## src/rtl/alu_issue.sv

```systemverilog
// ID/EX issue stage: decodes an RV32I word plus its register read data into ALU
// controls, operands and qualifiers, held in one valid/ready pipeline register.
module alu_issue #(
   parameter int ALU_BITS      = 32,
   parameter int ALU_CTRL_BITS = 4
) (
   input  logic                     clk,
   input  logic                     rst,
   input  logic                     in_valid,
   output logic                     in_ready,
   input  logic [31:0]              in_inst,
   input  logic [ALU_BITS-1:0]      in_rdata1,
   input  logic [ALU_BITS-1:0]      in_rdata2,
   input  logic                     flush,
   output logic                     out_valid,
   input  logic                     out_ready,
   output logic [ALU_CTRL_BITS-1:0] out_alu_ctrl,
   output logic                     out_alu_src,
   output logic [ALU_BITS-1:0]      out_imm,
   output logic [ALU_BITS-1:0]      out_rdata1,
   output logic [ALU_BITS-1:0]      out_rdata2,
   output logic [4:0]               out_rd,
   output logic                     out_reg_write,
   output logic                     out_mem_read,
   output logic                     out_mem_write,
   output logic                     out_branch,
   output logic                     out_br_invert,
   output logic                     out_illegal
);

   localparam logic [ALU_CTRL_BITS-1:0] C_ADD  = ALU_CTRL_BITS'(0);
   localparam logic [ALU_CTRL_BITS-1:0] C_SUB  = ALU_CTRL_BITS'(1);
   localparam logic [ALU_CTRL_BITS-1:0] C_SLL  = ALU_CTRL_BITS'(2);
   localparam logic [ALU_CTRL_BITS-1:0] C_SLT  = ALU_CTRL_BITS'(3);
   localparam logic [ALU_CTRL_BITS-1:0] C_SLTU = ALU_CTRL_BITS'(4);
   localparam logic [ALU_CTRL_BITS-1:0] C_XOR  = ALU_CTRL_BITS'(5);
   localparam logic [ALU_CTRL_BITS-1:0] C_SRL  = ALU_CTRL_BITS'(6);
   localparam logic [ALU_CTRL_BITS-1:0] C_SRA  = ALU_CTRL_BITS'(7);
   localparam logic [ALU_CTRL_BITS-1:0] C_OR   = ALU_CTRL_BITS'(8);
   localparam logic [ALU_CTRL_BITS-1:0] C_AND  = ALU_CTRL_BITS'(9);

   localparam logic [6:0] OP_R    = 7'b0110011;
   localparam logic [6:0] OP_I    = 7'b0010011;
   localparam logic [6:0] OP_LOAD = 7'b0000011;
   localparam logic [6:0] OP_ST   = 7'b0100011;
   localparam logic [6:0] OP_BR   = 7'b1100011;
   localparam logic [6:0] OP_LUI  = 7'b0110111;

   function automatic logic [ALU_CTRL_BITS-1:0] f3_ctrl(input logic [2:0] f3);
      case (f3)
         3'd0:    f3_ctrl = C_ADD;
         3'd1:    f3_ctrl = C_SLL;
         3'd2:    f3_ctrl = C_SLT;
         3'd3:    f3_ctrl = C_SLTU;
         3'd4:    f3_ctrl = C_XOR;
         3'd5:    f3_ctrl = C_SRL;
         3'd6:    f3_ctrl = C_OR;
         default: f3_ctrl = C_AND;
      endcase
   endfunction

   logic [6:0]  opcode, funct7;
   logic [2:0]  funct3;
   logic [31:0] imm_i, imm_s, imm_b, imm_u;
   logic        accept;

   logic [ALU_CTRL_BITS-1:0] d_ctrl;
   logic [31:0]              d_imm;
   logic [4:0]               d_rd;
   logic d_src, d_rw, d_mr, d_mw, d_br, d_inv, d_ill, d_zero_rs1;

   assign opcode = in_inst[6:0];
   assign funct3 = in_inst[14:12];
   assign funct7 = in_inst[31:25];
   assign imm_i  = {{20{in_inst[31]}}, in_inst[31:20]};
   assign imm_s  = {{20{in_inst[31]}}, in_inst[31:25], in_inst[11:7]};
   assign imm_b  = {{19{in_inst[31]}}, in_inst[31], in_inst[7], in_inst[30:25], in_inst[11:8], 1'b0};
   assign imm_u  = {in_inst[31:12], 12'b0};

   assign in_ready = !out_valid || out_ready;
   assign accept   = in_valid && in_ready;

   always_comb begin
      d_ctrl     = C_ADD;
      d_src      = 1'b0;
      d_imm      = '0;
      d_rd       = '0;
      d_rw       = 1'b0;
      d_mr       = 1'b0;
      d_mw       = 1'b0;
      d_br       = 1'b0;
      d_inv      = 1'b0;
      d_ill      = 1'b0;
      d_zero_rs1 = 1'b0;
      case (opcode)
         OP_R: begin
            d_rw = 1'b1;
            d_rd = in_inst[11:7];
            if (funct7 == 7'b0000000) d_ctrl = f3_ctrl(funct3);
            else if (funct7 == 7'b0100000 && funct3 == 3'b000) d_ctrl = C_SUB;
            else if (funct7 == 7'b0100000 && funct3 == 3'b101) d_ctrl = C_SRA;
            else d_ill = 1'b1;
         end
         OP_I: begin
            d_src  = 1'b1;
            d_rw   = 1'b1;
            d_rd   = in_inst[11:7];
            d_imm  = imm_i;
            d_ctrl = f3_ctrl(funct3);
            if (funct3 == 3'b001 && funct7 != 7'b0000000) d_ill = 1'b1;
            if (funct3 == 3'b101) begin
               if (funct7 == 7'b0100000) d_ctrl = C_SRA;
               else if (funct7 != 7'b0000000) d_ill = 1'b1;
            end
         end
         OP_LOAD: begin
            d_src = 1'b1;
            d_rw  = 1'b1;
            d_mr  = 1'b1;
            d_rd  = in_inst[11:7];
            d_imm = imm_i;
            d_ill = (funct3 == 3'b011) || (funct3 == 3'b110) || (funct3 == 3'b111);
         end
         OP_ST: begin
            d_src = 1'b1;
            d_mw  = 1'b1;
            d_imm = imm_s;
            d_ill = funct3[2] || (funct3 == 3'b011);
         end
         OP_BR: begin
            d_br  = 1'b1;
            d_imm = imm_b;
            d_inv = funct3[0];
            case (funct3[2:1])
               2'b00:   d_ctrl = C_XOR;
               2'b10:   d_ctrl = C_SLT;
               2'b11:   d_ctrl = C_SLTU;
               default: d_ill  = 1'b1;
            endcase
         end
         OP_LUI: begin
            d_src      = 1'b1;
            d_rw       = 1'b1;
            d_rd       = in_inst[11:7];
            d_imm      = imm_u;
            d_zero_rs1 = 1'b1;
         end
         default: d_ill = 1'b1;
      endcase
      // Illegal entries still flow, but must have no side effects downstream.
      if (d_ill) begin
         d_ctrl = C_ADD;
         d_src  = 1'b0;
         d_rw   = 1'b0;
         d_mr   = 1'b0;
         d_mw   = 1'b0;
         d_br   = 1'b0;
         d_inv  = 1'b0;
      end
   end

   always_ff @(posedge clk or posedge rst) begin
      if (rst) begin
         out_valid     <= 1'b0;
         out_alu_ctrl  <= C_ADD;
         out_alu_src   <= 1'b0;
         out_imm       <= '0;
         out_rdata1    <= '0;
         out_rdata2    <= '0;
         out_rd        <= '0;
         out_reg_write <= 1'b0;
         out_mem_read  <= 1'b0;
         out_mem_write <= 1'b0;
         out_branch    <= 1'b0;
         out_br_invert <= 1'b0;
         out_illegal   <= 1'b0;
      end else if (flush) begin
         out_valid <= 1'b0;
      end else if (accept) begin
         out_valid     <= 1'b1;
         out_alu_ctrl  <= d_ctrl;
         out_alu_src   <= d_src;
         out_imm       <= ALU_BITS'($signed(d_imm));
         out_rdata1    <= d_zero_rs1 ? '0 : in_rdata1;
         out_rdata2    <= in_rdata2;
         out_rd        <= d_rd;
         out_reg_write <= d_rw;
         out_mem_read  <= d_mr;
         out_mem_write <= d_mw;
         out_branch    <= d_br;
         out_br_invert <= d_inv;
         out_illegal   <= d_ill;
      end else if (out_ready) begin
         out_valid <= 1'b0;
      end
   end

endmodule

```

## config.mk

```make
export PLATFORM = sky130hd
export DESIGN_NAME = alu_issue
export DESIGN_NICKNAME = d
export VERILOG_FILES = /design/src/rtl/alu_issue.sv
export SDC_FILE = /design/constraint.sdc
export NUM_CORES = 1
export LEC_CHECK = 0
export ABC_AREA = 1
export CORE_MARGIN = 2
export CORE_UTILIZATION = 43
export DETAILED_ROUTE_END_ITERATION = 12
export PLACE_DENSITY = 0.81
export SLEW_MARGIN = 20
export SYNTH_ARGS = -nofsm -noshare
export SYNTH_HDL_FRONTEND = slang
export SYNTH_SLANG_ARGS = --single-unit
```

## constraint.sdc

```tcl
create_clock -name clk -period 4.5 [get_ports clk]
set_input_delay 0.675 -clock clk [delete_from_list [all_inputs] [get_ports clk]]
set_output_delay 0.675 -clock clk [all_outputs]
set_load 0.02 [all_outputs]
```

==> results of run 1 <==
==> registers in the layout, indices dropped and copies added (netlist names) <==
register	count
out_imm	32
out_rdata1	32
out_rdata2	32
out_rd	5
out_alu_ctrl	4
out_alu_src	1
out_br_invert	1
out_branch	1
out_illegal	1
out_mem_read	1
out_mem_write	1
out_reg_write	1
out_valid	1
==> through the flow <==
step | total power, mW | util, % | hold WS (ns)
2_1_floorplan | 1.444 | - | 0.5823
3_3_place_gp | 1.773 | 63.64 | 0.4534
3_5_place_dp | 1.788 | 63.64 | 0.4575
4_1_cts | 3.156 | 68.88 | 0.4711
5_1_grt | 3.254 | 68.88 | 0.4991
6_report | 3.132 | 68.88 | 0.4667
==> critical path, cell delays in order <==
cell and delay (ns):
sky130_fd_sc_hd__clkdlybuf4s50_1 0.39, sky130_fd_sc_hd__nor2_1 0.22, sky130_fd_sc_hd__inv_1 0.09, sky130_fd_sc_hd__clkdlybuf4s50_1 0.54
==> where the power goes <==
group	switching (mW)	internal, mW	total, mW
Sequential	0.0567	1.11	1.17
Clock	0.463	0.896	1.36
Combinational	0.317	0.288	0.605
==> metal layers <==
layer / up-vias / share of wire [%]
met1: 2346 / 39
met2: 233 / 49
met4: 0 / 3.6
met5: - / 0
li1: 2352 / -
met3: 40 / 8.4
==> kinds of logic (layout without fill, tap and decap cells) <==
| family | Yosys count | after routing | share of synthesized area [%] |
|---|---|---|---|
| compound gates | 61 | 61 | 7.253 |
| fa+ha+maj | 6 | 6 | 1.490 |
| buf+inv | 60 | 282 | 5.166 |
| simple gates | 371 | 371 | 29.96 |
| flops | 113 | 113 | 56.14 |
==> layout make-up <==
cell class,count,area [um2]
Inverter,30,117.6
Fill cell,948,3553
Multi-Input combinational cell,438,1956
Clock inverter,10,133.9
Tap cell,143,178.9
Timing Repair Buffer,220,2187
Clock buffer,22,464.2
Sequential cell,113,2828
==> cell usage in the layout, fill, tap and decap left out <==
master	Yosys	layout
sky130_fd_sc_hd__nand2_1	279	279
sky130_fd_sc_hd__clkdlybuf4s50_1	0	214
sky130_fd_sc_hd__dfrtp_1	113	113
sky130_fd_sc_hd__nand3_1	57	57
sky130_fd_sc_hd__inv_1	26	25
sky130_fd_sc_hd__nor2_1	25	25
sky130_fd_sc_hd__a21oi_1	21	21
sky130_fd_sc_hd__o21ai_0	21	21
sky130_fd_sc_hd__clkbuf_16	0	17
sky130_fd_sc_hd__o21ai_2	8	8
sky130_fd_sc_hd__ha_1	6	6
sky130_fd_sc_hd__buf_4	0	6
sky130_fd_sc_hd__o31ai_1	4	4
sky130_fd_sc_hd__clkinv_2	0	4
sky130_fd_sc_hd__inv_2	4	3
sky130_fd_sc_hd__nor2_4	3	3
sky130_fd_sc_hd__o21ai_1	3	3
sky130_fd_sc_hd__bufinv_16	0	3
sky130_fd_sc_hd__clkbuf_1	10	3
sky130_fd_sc_hd__inv_4	0	2
sky130_fd_sc_hd__nor3_1	2	2
sky130_fd_sc_hd__clkinvlp_4	0	2
sky130_fd_sc_hd__clkbuf_8	0	2
sky130_fd_sc_hd__nor3_4	0	1
sky130_fd_sc_hd__nand2_2	1	1
sky130_fd_sc_hd__nand3_2	1	1
sky130_fd_sc_hd__a21oi_4	1	1
sky130_fd_sc_hd__nor2_2	1	1
sky130_fd_sc_hd__nand4_1	1	1
sky130_fd_sc_hd__o211ai_1	1	1
sky130_fd_sc_hd__o21bai_1	1	1
sky130_fd_sc_hd__a22o_1	1	1
sky130_fd_sc_hd__clkinv_4	0	1
==> path summary, 6_finish.rpt <==
kind | cells past startpoint | start | endpoint
max | 4 | out_ready | in_ready
min | 2 | out_rdata2[21] | out_rdata2[21]
max reg2reg | 7 | out_valid | out_rdata1[10]
min reg2reg | 2 | out_rdata2[21] | out_rdata2[21]
max in group asynchronous | 3 | rst | out_rdata1[28]
min in group asynchronous | 2 | rst | out_rdata1[25]
==> impl_results.rst, run 1 <==
.. list-table::
   :header-rows: 1

   * - Metric
     - Value
   * - Buffer depth of the longest clock path
     - 2
   * - Register-to-Register Setup Slack
     - 2.46 ns
   * - Estimated wirelength of the detail-placed design
     - 10,550 um
   * - Pleak
     - 3.788 nW
   * - Cell count after placement
     - 944
   * - Busiest layer in global routing
     - met2
   * - Post-DR wirelength/cell
     - approximately 16 um
   * - Initial Utilization
     - 44.12%
   * - Fraction of layout instances using a drive strength above 1
     - 6.723%
   * - Later-pin clock latency in the skew report
     - 0.40 ns
   * - Wire length of the first global-routing pass
     - 24,760 um
   * - Unrepaired setup endpoints after global routing
     - no
   * - Die X
     - 112.2 um
   * - Number of pins exceeding their max-slew limit in the final report
     - 0
   * - Data required time of the worst path
     - 3.83 ns
   * - Post-Synthesis Mean Instance Area
     - 8.244 um2
   * - Highest achievable clock rate
     - ~390 MHz
   * - Met1 track demand over resource in global routing
     - 29.60%
   * - Register bit total from synthesis
     - about 110
   * - Commonest cells post-synth
     - 279 x sky130_fd_sc_hd__nand2_1, 113 x sky130_fd_sc_hd__dfrtp_1, 57 x sky130_fd_sc_hd__nand3_1
   * - Fraction of synthesis flops using an asynchronous set or reset pin
     - 100.0%
   * - Area after DPL
     - ~7300 um2
   * - Layout area overhead
     - 56.14%
   * - Status
     - completed
   * - Number of detailed-route iterations in the first pass
     - 7
   * - Maximum level of the CTS H-tree
     - 4
   * - Post-Route WL
     - ~15,000 um
   * - Total global-route track usage
     - 24.62%
   * - Sinks on the clock net
     - 113
   * - Post-layout instance count excluding filler cells
     - 976
   * - Largest cells by area after synthesis
     - sky130_fd_sc_hd__dfrtp_1 56%, sky130_fd_sc_hd__nand2_1 21%, sky130_fd_sc_hd__nand3_1 5.7%
   * - Number of global-route vias before repair
     - roughly 5,000
   * - Maximum ir drop on the vdd rail
     - 0.2123 mV
   * - Number of DRC markers in iteration 0
     - 309
   * - # hold bufs at CTS
     - 0
   * - Number of remaining DRC errors
     - 0
   * - Worst clock skew
     - 0.006614 ns
   * - Layout Nets
     - 927
   * - Clock tree from TritonCTS
     - done
   * - MaxCap Viol Count
     - 0
   * - Peak fanout along the critical path
     - 2
   * - Clock-pin slew on the worst setup and hold paths
     - 0.05 ns
   * - I/O pin cnt
     - 215
   * - Cell at the root of the clock tree
     - sky130_fd_sc_hd__clkbuf_16
   * - Pin count of the biggest net entering global routing
     - 105
   * - Grt met2 use
     - 39.72%
   * - Area share of the leading cell type in the synthesized netlist
     - 56.14%
   * - Clock period minus final worst setup slack
     - 2.593 ns
   * - Period utilisation layout
     - 57.63%
   * - Kind of launch point of the worst setup path
     - input pin
   * - Instance count of the mapped netlist
     - 611
   * - Inserted Diodes
     - 0
   * - Total of endpoints with negative setup slack in the final report
     - 0
   * - Number of antenna violations at the first check in global routing
     - 0
   * - Count of flip-flops with a built-in enable after synthesis
     - 0
   * - Most frequently used cell type in the post-synthesis netlist
     - sky130_fd_sc_hd__nand2_1
   * - Fraction of the yosys area taken by sequential cells
     - 56.14%
   * - Least-Margin Pin Slew
     - 1.007 ns
   * - Pre-CTS setup slack
     - 1.620 ns
   * - Number of nets with antenna violations after routing
     - 0
   * - Synth warn
     - 0
   * - Quantity of gates resized following cts
     - 0
   * - Area of the core
     - between 10,000 and 15,000 um2
   * - Leading area contributor after synthesis
     - sky130_fd_sc_hd__dfrtp_1
   * - Port bufs
     - 214
   * - Post-synth net total
     - between 700 and 800
   * - Final number of hold-violating endpoints
     - 0
   * - Crit path setup slack, layout
     - 1.907 ns
   * - Average vias per placed instance
     - 5.093
   * - Most used flip-flop cell after synthesis
     - sky130_fd_sc_hd__dfrtp_1
   * - Number of library cell types mapped by synthesis
     - 27
   * - Total vias in the final route
     - just under 5,000
   * - Classification of the worst setup path
     - input pin to primary output
   * - Die area
     - about 13,000 um2
   * - Met3 layer usage reported by global route
     - 8.963%
   * - Grt total ovfl
     - 0
   * - Slew Limit Headroom
     - 32.86%
   * - Post-route cell area
     - around 7900 um2
   * - Type of the worst min-delay path
     - register to register
   * - Final weighted congestion in routability-driven placement
     - 0.9142
   * - Buffer count from post-CTS setup fixing
     - 0
   * - Core Rows
     - 39
   * - Sort of element at the end of the critical path
     - primary output
   * - Cell Pwr Density
     - 398.3 nW/um2
   * - Die boundary height
     - 112.2 um
   * - Number of CTS-inserted buffers
     - 17
   * - Setup TNS
     - 0 ns
   * - Signal arrival time at the worst endpoint
     - approximately 1.9 ns
   * - Cell area after technology mapping
     - slightly above 5000 um2
(Power assumes the default switching activity.)
==> run 2: changes to the inputs <==
CORE_UTILIZATION = 39   (was 43)
PLACE_DENSITY = 0.78   (was 0.81)
clock period = 2.3 ns   (was 4.5 ns; I/O delays follow)
==> run 2 against run 1 <==
  * Final area grew 2.5%
  * Utilization shrank 5.0 points
  * Clock power grew 110%
  * Non-clock buffer count rose by 9
  * Register-to-register slack got worse by 1.7 ns
  * Cell count up 3.9%
  * Power increased by 100%
  * Critical endpoint unchanged
  * Highest routed layer unchanged
==> impl_results.rst, run 2 (same netlist as run 1, synthesis figures left out) <==
.. list-table::
   :header-rows: 1

   * - Metric
     - Value
   * - Setup TNS
     - 0 ns (unchanged)
   * - Fraction of layout instances using a drive strength above 1
     - 7.838% (was 6.723%)
   * - Sort of element at the end of the critical path
     - primary output (unchanged)
   * - Cell count after placement
     - 982 (was 944)
   * - Number of antenna violations at the first check in global routing
     - 0 (unchanged)
   * - Total global-route track usage
     - 21.70% (was 24.62%)
   * - Die area
     - 13,840 um2 (was 12,600 um2)
   * - Layout area overhead
     - 60.11% (was 56.14%)
   * - # hold bufs at CTS
     - 0 (unchanged)
   * - Wire length of the first global-routing pass
     - 23,920 um (was 24,760 um)
   * - Post-layout instance count excluding filler cells
     - 1,014 (was 976)
   * - Worst clock skew
     - 0.01034 ns (was 0.006614 ns)
   * - Critical path's top delay family
     - buffers and inverters (unchanged)
   * - Commonest cells after routing, fill and taps aside
     - 279 x sky130_fd_sc_hd__nand2_1, 214 x sky130_fd_sc_hd__clkdlybuf4s50_1, 113 x sky130_fd_sc_hd__dfrtp_1 (unchanged)
   * - Met3 Wirelength
     - 1080 um (was 1287 um)
   * - Clock period minus final worst setup slack
     - ~1.9 ns
   * - Pin count of the biggest net entering global routing
     - 86 (was 105)
   * - Classification of the worst setup path
     - input pin to primary output (unchanged)
   * - Post-Route M1 WL
     - 6414 um (was 5999 um)
   * - Buffer depth of the longest clock path
     - 2 (unchanged)
   * - Slew Limit Headroom
     - 68.65% (was 32.86%)
   * - Clock tree from TritonCTS
     - done (unchanged)
   * - Kind of launch point of the worst setup path
     - input pin (unchanged)
   * - Average vias per placed instance
     - 4.745 (was 5.093)
   * - Multi-input logic area
     - 1956 um2 (unchanged)
   * - Unrepaired setup endpoints after global routing
     - no (unchanged)
   * - Maximum ir drop on the vdd rail
     - 0.4988 mV (was 0.2123 mV)
   * - Final weighted congestion in routability-driven placement
     - 0.8623 (was 0.9142)
   * - Status
     - completed (unchanged)
   * - Type of the worst min-delay path
     - input pin to asynchronous set/reset pin (was register to register)
   * - Final number of hold-violating endpoints
     - 0 (unchanged)
   * - Total of endpoints with negative setup slack in the final report
     - 0 (unchanged)
   * - Dominant cell type by count on the critical path
     - sky130_fd_sc_hd__clkdlybuf4s50_1 (unchanged)
   * - Number of pins exceeding their max-slew limit in the final report
     - 0 (unchanged)
   * - Core Rows
     - 41 (was 39)
   * - Estimated wirelength of the detail-placed design
     - 10,420 um (was 10,550 um)
   * - Cell Pwr Density
     - 777.6 nW/um2 (was 398.3 nW/um2)
   * - Number of nets with antenna violations after routing
     - 0 (unchanged)
   * - Post-DR wirelength/cell
     - 14.54 um (was 15.61 um)
   * - Pleak
     - 3.872 nW (was 3.788 nW)
   * - Period utilisation layout
     - 84.42%
   * - Reg2Reg Launch Point
     - out_valid (unchanged)
   * - Combined flip-flop and latch cell area
     - 2828 um2 (unchanged)
   * - Commonest non-fill, non-tap cell in the layout
     - sky130_fd_sc_hd__nand2_1 (unchanged)
   * - Number of detailed-route iterations in the first pass
     - 5 (was 7)
   * - Clock-pin slew on the worst setup and hold paths
     - 0.05 ns (about the same)
   * - Inserted Diodes
     - 0 (unchanged)
   * - Endpoint of the worst-slack reg-to-reg timing path
     - out_imm[31] (was out_rdata1[10])
   * - Number of remaining DRC errors
     - 0 (unchanged)
   * - Initial Utilization
     - 39.92% (was 44.12%)
   * - Number of CTS-inserted buffers
     - 17 (unchanged)
   * - Post-route total power
     - 6.271 mW (was 3.132 mW)
   * - Signal arrival time at the worst endpoint
     - 1.60 ns (was 1.92 ns)
   * - Buffer count from post-CTS setup fixing
     - 0 (unchanged)
   * - Maximum level of the CTS H-tree
     - 4 (unchanged)
   * - Layout Nets
     - 936 (was 927)
   * - Post-Route WL
     - 14,750 um (was 15,240 um)
   * - Total vias in the final route
     - 4,811 (was 4,971)
   * - Data required time of the worst path
     - 1.96 ns (was 3.83 ns)
   * - Longest individual stage delay on the worst path
     - 0.54 ns (about the same)
   * - Sinks on the clock net
     - 113 (unchanged)
   * - Met2 wire length
     - 6921 um (was 7398 um)
   * - Die X
     - 117.7 um (was 112.2 um)
   * - Quantity of gates resized following cts
     - 0 (unchanged)
   * - Number of fill cells in the layout
     - 1,095 (was 948)
   * - Number of global-route vias before repair
     - 4,732 (was 5,037)
   * - Uppermost signal routing layer after detailed routing
     - met4 (unchanged)
   * - Grt total ovfl
     - 0 (unchanged)
   * - Least-Margin Pin Slew
     - 0.4667 ns (was 1.007 ns)
   * - MaxCap Viol Count
     - 0 (unchanged)
   * - Highest achievable clock rate
     - 515.0 MHz
   * - Worst r2r path cells
     - 6 (was 7)
   * - I/O pin cnt
     - 215 (unchanged)
   * - Cell at the root of the clock tree
     - sky130_fd_sc_hd__clkbuf_16 (unchanged)
   * - Die boundary height
     - 117.7 um (was 112.2 um)
   * - Area of the core
     - 12,620 um2 (was 11,420 um2)
   * - Largest registers ranked by flip-flop count
     - out_imm (32), out_rdata1 (32), out_rdata2 (32) (unchanged)
   * - Cell type of the slowest stage on the worst timing path
     - sky130_fd_sc_hd__clkdlybuf4s50_1 (unchanged)
   * - Buffering stage count on the worst path with inverters included
     - 3 (unchanged)
   * - Later-pin clock latency in the skew report
     - 0.41 ns (was 0.40 ns)
   * - Register-to-Register Setup Slack
     - 0.80 ns (was 2.46 ns)
   * - Port bufs
     - 214 (unchanged)
   * - Number of DRC markers in iteration 0
     - 314 (was 309)
   * - Worst path cell trace
     - clkdlybuf4s50_1 -> nor2_1 -> inv_1 -> clkdlybuf4s50_1 (unchanged)
   * - Peak fanout along the critical path
     - 2 (unchanged)
[run 2: cell types whose count changed in the layout (fill, tap and decap cells not counted)]
| cell | change |
|---|---|
| sky130_fd_sc_hd__bufinv_16 | +1 |
| sky130_fd_sc_hd__clkbuf_1 | -1 |
| sky130_fd_sc_hd__buf_4 | +4 |
| sky130_fd_sc_hd__buf_12 | +5 |
| sky130_fd_sc_hd__clkbuf_8 | +1 |
| sky130_fd_sc_hd__inv_4 | -1 |
[run 2: layout make-up]
class	count	share of cell area, %
well taps	172	2.668
repair buffers	229	28.73
flip-flops and latches	113	35.06
clock buffers	22	5.880
multi-input cells	438	24.25
inverters	30	1.474
clock inverters	10	1.939
[run 2: worst max-delay path by stage]
stage | startpoint | to | slack, ns | cells past startpoint
after CTS | out_valid | in_ready | 0.33 | 4
after global routing | out_valid | in_ready | 0.28 | 4
final | out_ready | in_ready | 0.36 | 4
after detailed placement | in_inst[0] | out_imm[21] | 0.22 | 10
after floorplan | rst | out_alu_ctrl[0] | 0.58 | 1
after global placement | in_inst[0] | out_reg_write | 0.23 | 10
[run 2: where the power goes]
part | total (mW) | switching [mW] | internal (mW)
sequential | 2.28 | 0.103 | 2.18
combinational | 1.20 | 0.617 | 0.582
clock | 2.79 | 0.901 | 1.89
total | 6.27 | 1.62 | 4.65
[run 2: layer usage]
metal	vias up	track usage, %
li1	2372	-
met1	2235	27.64
met2	179	33.61
met3	25	7.219
met4	0	9.714
met5	-	0
[run 2: per-stage QoR]
step / setup WS (ns) / utilization (%) / cell area (um2) / hold WS (ns)
floorplan: 0.5836 / - / 5041 / 0.4081
global placement: 0.2250 / 58.91 / 7435 / 0.4527
detailed placement: 0.2216 / 58.91 / 7435 / 0.4583
CTS: 0.3317 / 63.91 / 8065 / 0.4199
global route: 0.2764 / 63.91 / 8065 / 0.4415
finish: 0.3584 / 63.91 / 8065 / 0.4176
[run 2: worst min-delay path, cell delays in order]
cell	delay, ns
sky130_fd_sc_hd__clkdlybuf4s50_1	0.45
sky130_fd_sc_hd__clkinvlp_4	0.14
sky130_fd_sc_hd__buf_12	0.27
==> run 3: changes to the inputs <==
CORE_UTILIZATION = 43   (was 39)
PLACE_DENSITY = 0.81   (was 0.78)
clock period = 1.9 ns   (was 2.3 ns; I/O delays follow)
==> run 3 against run 2 <==
  * Combinational power rose by 23%
  * Utilization grew 7.7 points
  * Largest cell class unchanged
  * Highest routed layer unchanged
  * Sequential cell count unchanged
  * Global-route usage rose by 2.6 points
  * Clock power increased by 19%
  * Via count grew 5.4%
  * Sequential power rose by 21%
==> impl_results.rst, run 3 (same netlist as run 1, synthesis figures left out) <==
.. list-table::
   :header-rows: 1

   * - Metric
     - Value
   * - Worst clock skew
     - 0.007794 ns (was 0.01034 ns)
   * - Pin count of the biggest net entering global routing
     - 61 (was 86)
   * - Post-route cell area
     - 8182 um2 (was 8065 um2)
   * - Die area
     - 12,600 um2 (was 13,840 um2)
   * - Status
     - completed (unchanged)
   * - Number of fill cells in the layout
     - 834 (was 1,095)
   * - Number of detailed-route iterations in the first pass
     - 5 (unchanged)
   * - Final worst hold slack
     - 0.3360 ns (was 0.4176 ns)
   * - Least-Margin Pin Slew
     - 0.3704 ns (was 0.4667 ns)
   * - Signal arrival time at the worst endpoint
     - 1.42 ns (was 1.60 ns)
   * - Critical path's top delay family
     - buffers and inverters (unchanged)
   * - Slew Limit Headroom
     - 75.04% (was 68.65%)
   * - Layout area overhead
     - 62.42% (was 60.11%)
   * - Layout Nets
     - 953 (was 936)
   * - Worst path cell trace
     - clkdlybuf4s50_1 (was clkdlybuf4s50_1 -> nor2_1 -> inv_1 -> clkdlybuf4s50_1)
   * - Cell at the root of the clock tree
     - sky130_fd_sc_hd__clkbuf_16 (unchanged)
   * - Average vias per placed instance
     - 5.061 (was 4.745)
   * - Number of global-route vias before repair
     - 5,088 (was 4,732)
   * - Clock period minus final worst setup slack
     - 1.707 ns
   * - Crit path setup slack, layout
     - 0.1934 ns (was 0.3584 ns)
   * - Cell type of the slowest stage on the worst timing path
     - sky130_fd_sc_hd__clkdlybuf4s50_1 (unchanged)
   * - Initial Utilization
     - 44.12% (was 39.92%)
   * - Number of CTS-inserted buffers
     - 17 (unchanged)
   * - Peak fanout along the critical path
     - 2 (unchanged)
   * - Clock-pin slew on the worst setup and hold paths
     - 0.05 ns (about the same)
   * - Sinks on the clock net
     - 113 (unchanged)
   * - Post-DR wirelength/cell
     - 15.08 um (was 14.54 um)
   * - Maximum level of the CTS H-tree
     - 4 (unchanged)
   * - Classification of the worst setup path
     - register to primary output (was input pin to primary output)
   * - MaxCap Viol Count
     - 0 (unchanged)
   * - Data required time of the worst path
     - 1.62 ns (was 1.96 ns)
   * - Unrepaired setup endpoints after global routing
     - no (unchanged)
   * - Inserted Diodes
     - 0 (unchanged)
   * - Endpoint of the worst-slack reg-to-reg timing path
     - out_rdata1[24] (was out_imm[31])
   * - I/O pin cnt
     - 215 (unchanged)
   * - Buffer depth of the longest clock path
     - 2 (unchanged)
   * - Total global-route track usage
     - 24.29% (was 21.70%)
   * - Period utilisation layout
     - 89.82%
   * - Buffering stage count on the worst path with inverters included
     - 1 (was 3)
   * - Number of nets with antenna violations after routing
     - 0 (unchanged)
   * - Wire length of the first global-routing pass
     - 24,490 um (was 23,920 um)
   * - Final weighted congestion in routability-driven placement
     - 0.9841 (was 0.8623)
   * - Commonest cells after routing, fill and taps aside
     - 279 x sky130_fd_sc_hd__nand2_1, 213 x sky130_fd_sc_hd__clkdlybuf4s50_1, 113 x sky130_fd_sc_hd__dfrtp_1 (was 279 x sky130_fd_sc_hd__nand2_1, 214 x sky130_fd_sc_hd__clkdlybuf4s50_1, 113 x sky130_fd_sc_hd__dfrtp_1)
   * - Sort of element at the end of the critical path
     - primary output (unchanged)
   * - Estimated wirelength of the detail-placed design
     - 10,870 um (was 10,420 um)
   * - Cell Pwr Density
     - 923.1 nW/um2 (was 777.6 nW/um2)
   * - Longest individual stage delay on the worst path
     - 0.67 ns (was 0.54 ns)
   * - Number of DRC markers in iteration 0
     - 299 (was 314)
   * - Worst r2r path cells
     - 7 (was 6)
   * - Core Rows
     - 39 (was 41)
   * - Area after DPL
     - 7564 um2 (was 7435 um2)
   * - Maximum ir drop on the vdd rail
     - 0.6235 mV (was 0.4988 mV)
   * - Grt total ovfl
     - 0 (unchanged)
   * - Clock tree from TritonCTS
     - done (unchanged)
   * - Number of antenna violations at the first check in global routing
     - 0 (unchanged)
   * - Type of the worst min-delay path
     - input pin to asynchronous set/reset pin (unchanged)
   * - Later-pin clock latency in the skew report
     - 0.41 ns (about the same)
   * - Pre-CTS setup slack
     - -0.05181 ns (was 0.2216 ns)
   * - Number of remaining DRC errors
     - 0 (unchanged)
   * - Total vias in the final route
     - 5,071 (was 4,811)
   * - Highest achievable clock rate
     - a little under 600 MHz
   * - # hold bufs at CTS
     - 0 (unchanged)
   * - Die boundary height
     - 112.2 um (was 117.7 um)
   * - Reg2Reg Launch Point
     - out_valid (unchanged)
   * - Area of the core
     - 11,420 um2 (was 12,620 um2)
   * - Commonest non-fill, non-tap cell in the layout
     - sky130_fd_sc_hd__nand2_1 (unchanged)
   * - Post-Route WL
     - 15,110 um (was 14,750 um)
   * - Fraction of layout instances using a drive strength above 1
     - 9.779% (was 7.838%)
   * - Post-route total power
     - 7.553 mW (was 6.271 mW)
   * - Largest registers ranked by flip-flop count
     - out_imm (32), out_rdata1 (32), out_rdata2 (32) (unchanged)
   * - Number of pins exceeding their max-slew limit in the final report
     - 0 (unchanged)
   * - Total of endpoints with negative setup slack in the final report
     - 0 (unchanged)
   * - Port bufs
     - 214 (unchanged)
   * - Kind of launch point of the worst setup path
     - register (was input pin)
   * - Pleak
     - 3.947 nW (was 3.872 nW)
   * - Register-to-Register Setup Slack
     - 0.41 ns (was 0.80 ns)
   * - Final number of hold-violating endpoints
     - 0 (unchanged)
   * - Die X
     - 112.2 um (was 117.7 um)
[run 3: routing by layer]
layer | share of wire, % | wire, um | GRT usage (%) | vias up
met3 | 7.8 | 1185 | 7.343 | 33
met1 | 41 | 6132 | 29.21 | 2387
met2 | 49 | 7391 | 40.36 | 245
li1 | - | - | - | 2406
met4 | 2.6 | 400 | 11.06 | 0
met5 | 0 | 0 | 0 | -
[run 3: how the worst max path moves through the flow]
| stage | slack, ns | end | startpoint | cells after the start |
|---|---|---|---|---|
| 2_1_floorplan | 0.24 | out_alu_ctrl[0] | rst | 1 |
| 3_3_place_gp | 0.02 | out_br_invert | in_inst[5] | 10 |
| 3_5_place_dp | -0.05 | out_reg_write | in_inst[4] | 10 |
| 4_1_cts | 0.17 | in_ready | out_valid | 4 |
| 5_1_grt | 0.11 | in_ready | out_valid | 4 |
| 6_report | 0.19 | out_alu_src | out_alu_src | 1 |
[run 3: through the flow]
step,utilization (%),TNS [ns],instances
after floorplan,-,0,611
after global placement,66.24,0,970
after detailed placement,66.24,-0.3107,970
after CTS,71.65,0,1002
after global routing,71.65,0,1002
final,71.65,0,1002
[run 3: cell type report]
class	instances	area, um2	share of cell area [%]
clock inverters	14	190.2	2.325
flip-flops and latches	113	2828	34.56
inverters	30	118.9	1.453
repair buffers	246	2481	30.33
clock buffers	18	429.2	5.245
well taps	143	178.9	2.187
multi-input cells	438	1956	23.90
[run 3: power by group]
group          switching [mW]  total [mW]  internal [mW]
combinational           0.756        1.48          0.723
sequential              0.126        2.76           2.63
clock                    1.13        3.31           2.19
total                    2.01        7.55           5.54
[run 3: repair_timing]
item                       4_1_cts  5_1_grt
setup buffers                    0        0
setup endpoints to repair        1        0
resized for setup                1        0
